<file path="src/rtl/pipe_pkg.sv">
// Shared types, height limits and the clamp helper for the pipe-height scheduler.
package pipe_pkg;

  typedef enum logic [2:0] {
    S_IDLE   = 3'd0,
    S_RUN    = 3'd1,
    S_REQ    = 3'd2,
    S_CAP    = 3'd3,
    S_FROZEN = 3'd4
  } state_t;

  typedef logic [2:0] height_t;

  localparam height_t H_MIN = 3'd1;
  localparam height_t H_MAX = 3'd6;

  // Raw LFSR values 0 and 7 would put the gap off screen.
  function automatic height_t clamp_height(input height_t h);
    if (h < H_MIN) begin
      return H_MIN;
    end else if (h > H_MAX) begin
      return H_MAX;
    end else begin
      return h;
    end
  endfunction

endpackage

</file>
<file path="src/rtl/pipe_fifo.sv">
// Small height FIFO with synchronous flush; head value reads as 0 when empty.
module pipe_fifo
  import pipe_pkg::*;
#(
  parameter int DEPTH = 4,
  localparam int AW = $clog2(DEPTH)
) (
  input  logic          clk,
  input  logic          reset,
  input  logic          flush,
  input  logic          push,
  input  height_t       din,
  input  logic          pop,
  output height_t       dout,
  output logic          full,
  output logic          empty,
  output logic [AW:0]   fill
);

  height_t     mem [DEPTH];
  logic [AW:0] wr_ptr;
  logic [AW:0] rd_ptr;
  logic        pop_ok;
  logic        push_ok;

  assign fill    = wr_ptr - rd_ptr;
  assign full    = (fill == (AW+1)'(DEPTH));
  assign empty   = (fill == '0);
  assign pop_ok  = pop && !empty;
  // A full FIFO still takes a push when the head leaves in the same cycle.
  assign push_ok = push && (!full || pop_ok);
  assign dout    = empty ? height_t'(0) : mem[rd_ptr[AW-1:0]];

  always_ff @(posedge clk or negedge reset) begin
    if (!reset) begin
      wr_ptr <= '0;
      rd_ptr <= '0;
    end else if (flush) begin
      wr_ptr <= '0;
      rd_ptr <= '0;
    end else begin
      if (push_ok) wr_ptr <= wr_ptr + 1'b1;
      if (pop_ok)  rd_ptr <= rd_ptr + 1'b1;
    end
  end

  always_ff @(posedge clk) begin
    if (push_ok && !flush) mem[wr_ptr[AW-1:0]] <= din;
  end

endmodule

</file>
<file path="src/rtl/pipe_scheduler.sv">
// Frame-tick divider, spawn cadence FSM and LFSR sampling for pipe heights.
// Handshake: a height transfers on any rising edge where pipe_valid && pipe_ready.
module pipe_scheduler
  import pipe_pkg::*;
#(
  parameter int TICK_DIV  = 16,
  parameter int SPAWN_GAP = 8,
  parameter int DEPTH     = 4,
  localparam int FW = $clog2(DEPTH) + 1
) (
  input  logic          clk,
  input  logic          reset,
  input  logic          start,
  input  logic          Over,
  input  logic [2:0]    rnd_val,
  output logic          rnd_step,
  output logic          pipe_valid,
  output logic [2:0]    pipe_height,
  input  logic          pipe_ready,
  output logic          overflow,
  output logic [FW-1:0] fill,
  output logic [2:0]    state_dbg
);

  localparam int TW = $clog2(TICK_DIV);
  localparam int GW = (SPAWN_GAP > 1) ? $clog2(SPAWN_GAP) : 1;

  state_t        state;
  state_t        state_nx;
  logic [TW-1:0] tick_cnt;
  logic [GW-1:0] gap_cnt;
  logic          tick_wrap;
  logic          gap_wrap;
  logic          spawn;
  logic          counting;
  logic          freeze;
  logic          restart;
  logic          push;
  logic          pop;
  logic          fifo_full;
  logic          fifo_empty;
  height_t       head;

  assign tick_wrap = (tick_cnt == TW'(TICK_DIV - 1));
  assign gap_wrap  = (gap_cnt == GW'(SPAWN_GAP - 1));
  assign spawn     = tick_wrap && gap_wrap;
  assign counting  = (state == S_RUN) || (state == S_REQ) || (state == S_CAP);
  assign freeze    = Over && (state != S_IDLE);
  assign restart   = start && !freeze;
  assign push      = (state == S_CAP) && !freeze && !restart;

  assign rnd_step    = (state == S_REQ);
  assign pipe_valid  = !fifo_empty && (state != S_FROZEN);
  assign pipe_height = head;
  assign pop         = pipe_valid && pipe_ready;
  assign state_dbg   = state;

  always_comb begin
    state_nx = state;
    if (freeze) begin
      state_nx = S_FROZEN;
    end else if (restart) begin
      state_nx = S_RUN;
    end else begin
      case (state)
        S_RUN:   if (spawn) state_nx = S_REQ;
        S_REQ:   state_nx = S_CAP;
        // With very short periods the next spawn can already be due here.
        S_CAP:   state_nx = spawn ? S_REQ : S_RUN;
        default: state_nx = state;
      endcase
    end
  end

  always_ff @(posedge clk or negedge reset) begin
    if (!reset) begin
      state    <= S_IDLE;
      tick_cnt <= '0;
      gap_cnt  <= '0;
      overflow <= 1'b0;
    end else begin
      state <= state_nx;
      if (restart) begin
        tick_cnt <= '0;
        gap_cnt  <= '0;
        overflow <= 1'b0;
      end else begin
        if (counting && !freeze) begin
          tick_cnt <= tick_wrap ? '0 : tick_cnt + 1'b1;
          if (tick_wrap) gap_cnt <= gap_wrap ? '0 : gap_cnt + 1'b1;
        end
        if (push && fifo_full && !pop) overflow <= 1'b1;
      end
    end
  end

  pipe_fifo #(
    .DEPTH (DEPTH)
  ) u_fifo (
    .clk   (clk),
    .reset (reset),
    .flush (restart),
    .push  (push),
    .din   (clamp_height(rnd_val)),
    .pop   (pop),
    .dout  (head),
    .full  (fifo_full),
    .empty (fifo_empty),
    .fill  (fill)
  );

endmodule

</file>
<file path="config.mk">
export PLATFORM = sky130hd
export DESIGN_NAME = pipe_scheduler
export DESIGN_NICKNAME = d
export VERILOG_FILES = /design/src/rtl/pipe_pkg.sv /design/src/rtl/pipe_fifo.sv /design/src/rtl/pipe_scheduler.sv
export SDC_FILE = /design/constraint.sdc
export NUM_CORES = 1
export LEC_CHECK = 0
export CAP_MARGIN = 25
export CORE_MARGIN = 2
export CORE_UTILIZATION = 35
export DETAILED_ROUTE_END_ITERATION = 8
export GPL_ROUTABILITY_DRIVEN = 0
export PLACE_DENSITY = 0.59
export SLEW_MARGIN = 20
export SYNTH_ARGS = -nofsm -noshare
export SYNTH_HDL_FRONTEND = slang
export SYNTH_SLANG_ARGS = --single-unit
</file>
<file path="constraint.sdc">
create_clock -name clk -period 2.76 [get_ports clk]
set_input_delay 0.552 -clock clk [delete_from_list [all_inputs] [get_ports clk]]
set_output_delay 0.552 -clock clk [all_outputs]
set_load 0.05 [all_outputs]
</file>
==> summary.md <==
| Metric | Value |
|---|---|
| Initial DRC count | `71` |
| Final non-filler cell total | `216` |
| Syn Inst Count | `139` |
| Main synth FF type | `dfrtp_1` |
| DR DRC count | `0` |
| Antenna violations before repair | `0` |
| H-tree levels | `2` |
| WHS | `510.7 ps` |
| R2r startpoint | `u_fifo.wr_ptr[0]$_DFFE_PN0P_` |
| Worst setup margin | `123.9 ps` |
| CP Launch Type | `register` |
| Vias per inst | `5.370` |
| # Post-CTS Setup Buffers | `0` |
| Synth top area share | `26.65%` |
| Clock Power Share | `20.1%` |
| Num CTS Buffers | `5` |
| Xor-xnor portion of the synthesized cell area | `3.213%` |
| Worst Tran Pin Value | `802.0 ps` |
| Post-Syn Nets | `157` |
| Comb pwr share | `52.7%` |
| Die area | `0.005118 mm²` |
| P&R area growth vs syn | `22.65%` |
| Proportion of synthesized area in mux cells | `6.113%` |
| Switch share | `43.03%` |
| Vias | `1,160` |
| P_sw | `790.8 µW` |
| Final hold vios | `0` |
| Dpl hpwl | `2504 µm` |
| Root buf cell | `clkbuf_8` |
| Post-Synth Simple-Gate Area | `16.46%` |
| F_max | `379.3 MHz` |
| Top cell type by total area after synthesis | `dfrtp_1` |
| Nets | `181` |
| Finished Core Util | `44.66%` |
| Crit path DAT | `2080 ps` |
| Wire length per cell | `15.74 µm` |
| Yosys warns | `0` |
| Total power draw | `1838 µW` |
| Hold Path Class | `register to register` |
| Row cnt | `24` |
| CP max FO | `5` |
| Port buffer count | `19` |
| I/O Pins | `20` |
| Clk slew on worst S/H paths | `60 ps` |
| Worst path required time | `2210 ps` |
| Initial Util | `36.42%` |
| Ant. Diodes | `0` |
| Largest cells by area after synthesis | `dfrtp_1, edfxtp_1, ha_1` |
| Routed Antenna Nets | `0` |
| Clock Skews | `7.714 ps` |
| Rel. slew slack | `46.37%` |
| Cell Area, Synth | `0.001597 mm²` |
| Adder-Cell Fraction of Synth Area | `8.307%` |
| Critical Path Start | `u_fifo.wr_ptr[0]$_DFFE_PN0P_` |
| HP Start | `u_fifo.wr_ptr[2]$_DFFE_PN0P_` |
| Slew Limit Fails | `0` |
| Largest net degree at the start of global routing | `18` |
| Max-cap violation count | `0` |
| Peak supply drop | `0.3279 mV` |
| Sequential share of the synthesized area | `49.22%` |
| Most frequent cell after synthesis | `dfrtp_1` |
| Yosys reg bits | `29` |
| Synth unique cells | `42` |
| Post-synth top cells | `dfrtp_1, edfxtp_1, inv_1, nand2_1` |
| Async set or reset register ratio after synthesis | `58.62%` |
| DRT Pass-1 Iters | `4` |
| TritonCTS Sinks | `29` |
| Buffer depth of the longest clock path | `2` |
| # setup viols final | `0` |
| GRT Total Usage | `14.30%` |
| EDFF count, synth | `12` |
| DRT Wirelength | `3399 µm` |
| Share of cells above drive strength 1 | `18.29%` |
| CP Capture Type | `primary output` |
| Status | `completed` |
| Vias in the first global route | `1,142` |
| Die Wd | `71.54 µm` |
| Largest family of logic cells by synthesized area | `simple AND/OR/NAND/NOR gates` |
| CORE AREA | `0.004384 mm²` |
| Avg Inst Size Synth | `11.49 µm²` |
| Internal power | `1047 µW` |
| Grt total ovfl | `0` |
| Wire length of the first global-routing pass | `5561 µm` |
| Worst-Skew Late Latency | `290 ps` |
| Setup slack at placement | `200.0 ps` |
| Sequential power share | `27.2%` |
| Chip height | `71.54 µm` |
| Final worst path period share | `95.51%` |
| Compound-Gate Fraction of Synth Area | `12.30%` |
| Setup CP Type | `register to primary output` |
| CTS tree | `built` |
| Pwr dens | `938.5 mW/mm²` |
| RSZ-0062 raised after global routing | `false` |
| Lkg Pwr | `0.0008232 µW` |
| Post-Place Cells | `208` |
| Crit path time final | `2636 ps` |
[state kept, by name (all words and copies together) (netlist names)]
register and flops:
gap_cnt 3, overflow 1, state_dbg 3, tick_cnt 4, u_fifo.mem 12, u_fifo.rd_ptr 3
u_fifo.wr_ptr 3
[power groups by stage]
stage	registers, µW	clock network (µW)	logic, µW
floorplan	530	0	582
global placement	507	0	935
detailed placement	507	0	941
CTS	499	376	966
global route	503	391	1030
finish	500	370	968
[cells by family (layout without fill, tap and decap cells)]
| family | count (synthesis) | after routing |
|---|---|---|
| compound gates | 27 | 27 |
| mux | 6 | 6 |
| simple gates | 47 | 47 |
| fa+ha+maj | 10 | 10 |
| xor+xnor | 4 | 4 |
| flops | 29 | 29 |
| buf+inv | 16 | 41 |
[through the flow]
step	setup TNS, ps	area, µm²
floorplan	-707.7	1597
global placement	0	1856
detailed placement	0	1856
CTS	0	1953
global route	0	1958
finish	0	1958
[layout by cell type (no fill, tap or decap), types with 3 or more instances in the layout]
master	Yosys	final
edfxtp_1	12	12
nor2_1	10	9
ha_1	9	9
o21ai_0	10	10
nor2b_1	3	3
buf_4	0	7
inv_1	11	11
nand2_1	11	10
clkbuf_8	0	6
and3_2	3	3
nand3_1	4	4
mux4_2	3	3
xor2_1	3	3
mux2i_1	3	3
dfrtp_1	17	17
or3_1	3	3
clkdlybuf4s50_1	0	13
a21oi_1	4	4
[worst paths after layout]
path | endpoint | slack (ps) | cells after the start
hold reg to reg | u_fifo.wr_ptr[2]$_DFFE_PN0P_ | 510 | 1
hold / removal | u_fifo.wr_ptr[2]$_DFFE_PN0P_ | 510 | 1
max in group asynchronous | tick_cnt[1]$_DFFE_PN0P_ | 1530 | 1
min in group asynchronous | state_dbg[0]$_DFFE_PN0P_ | 730 | 1
setup reg to reg | u_fifo.mem[2][0]$_DFFE_PP_ | 570 | 7
setup / recovery | pipe_valid | 120 | 7
[final cells by class]
type / count / area, µm²
Timing Repair Buffer: 22 / 222.7
Multi-Input combinational cell: 94 / 753.2
Inverter: 11 / 41.29
Clock buffer: 8 / 90.09
Fill cell: 398 / 2426
Tap cell: 52 / 65.06
Sequential cell: 29 / 785.8
[worst max-delay path, cell delays in order, from the launching register on]
cell and delay, ps:
dfrtp_1 370, inv_1 100, ha_1 210, fa_2 590, nand2_2 120, nor2_4 150, nor2_1 60, buf_4 200
[what timing repair did]
action | CTS | global route
endpoints found under the setup margin | 4 | 4
hold buffers | 0 | 0
gates resized for setup | 2 | 2
[metal layers]
layer	GRT usage, %	share of wire, %	wire (µm)
met5	0	0	0
met2	23.05	49	1676
met4	4.822	1.4	46
met3	4.219	4.0	137
met1	18.48	45	1539
Note: power is estimated with default switching activity, not from simulation.
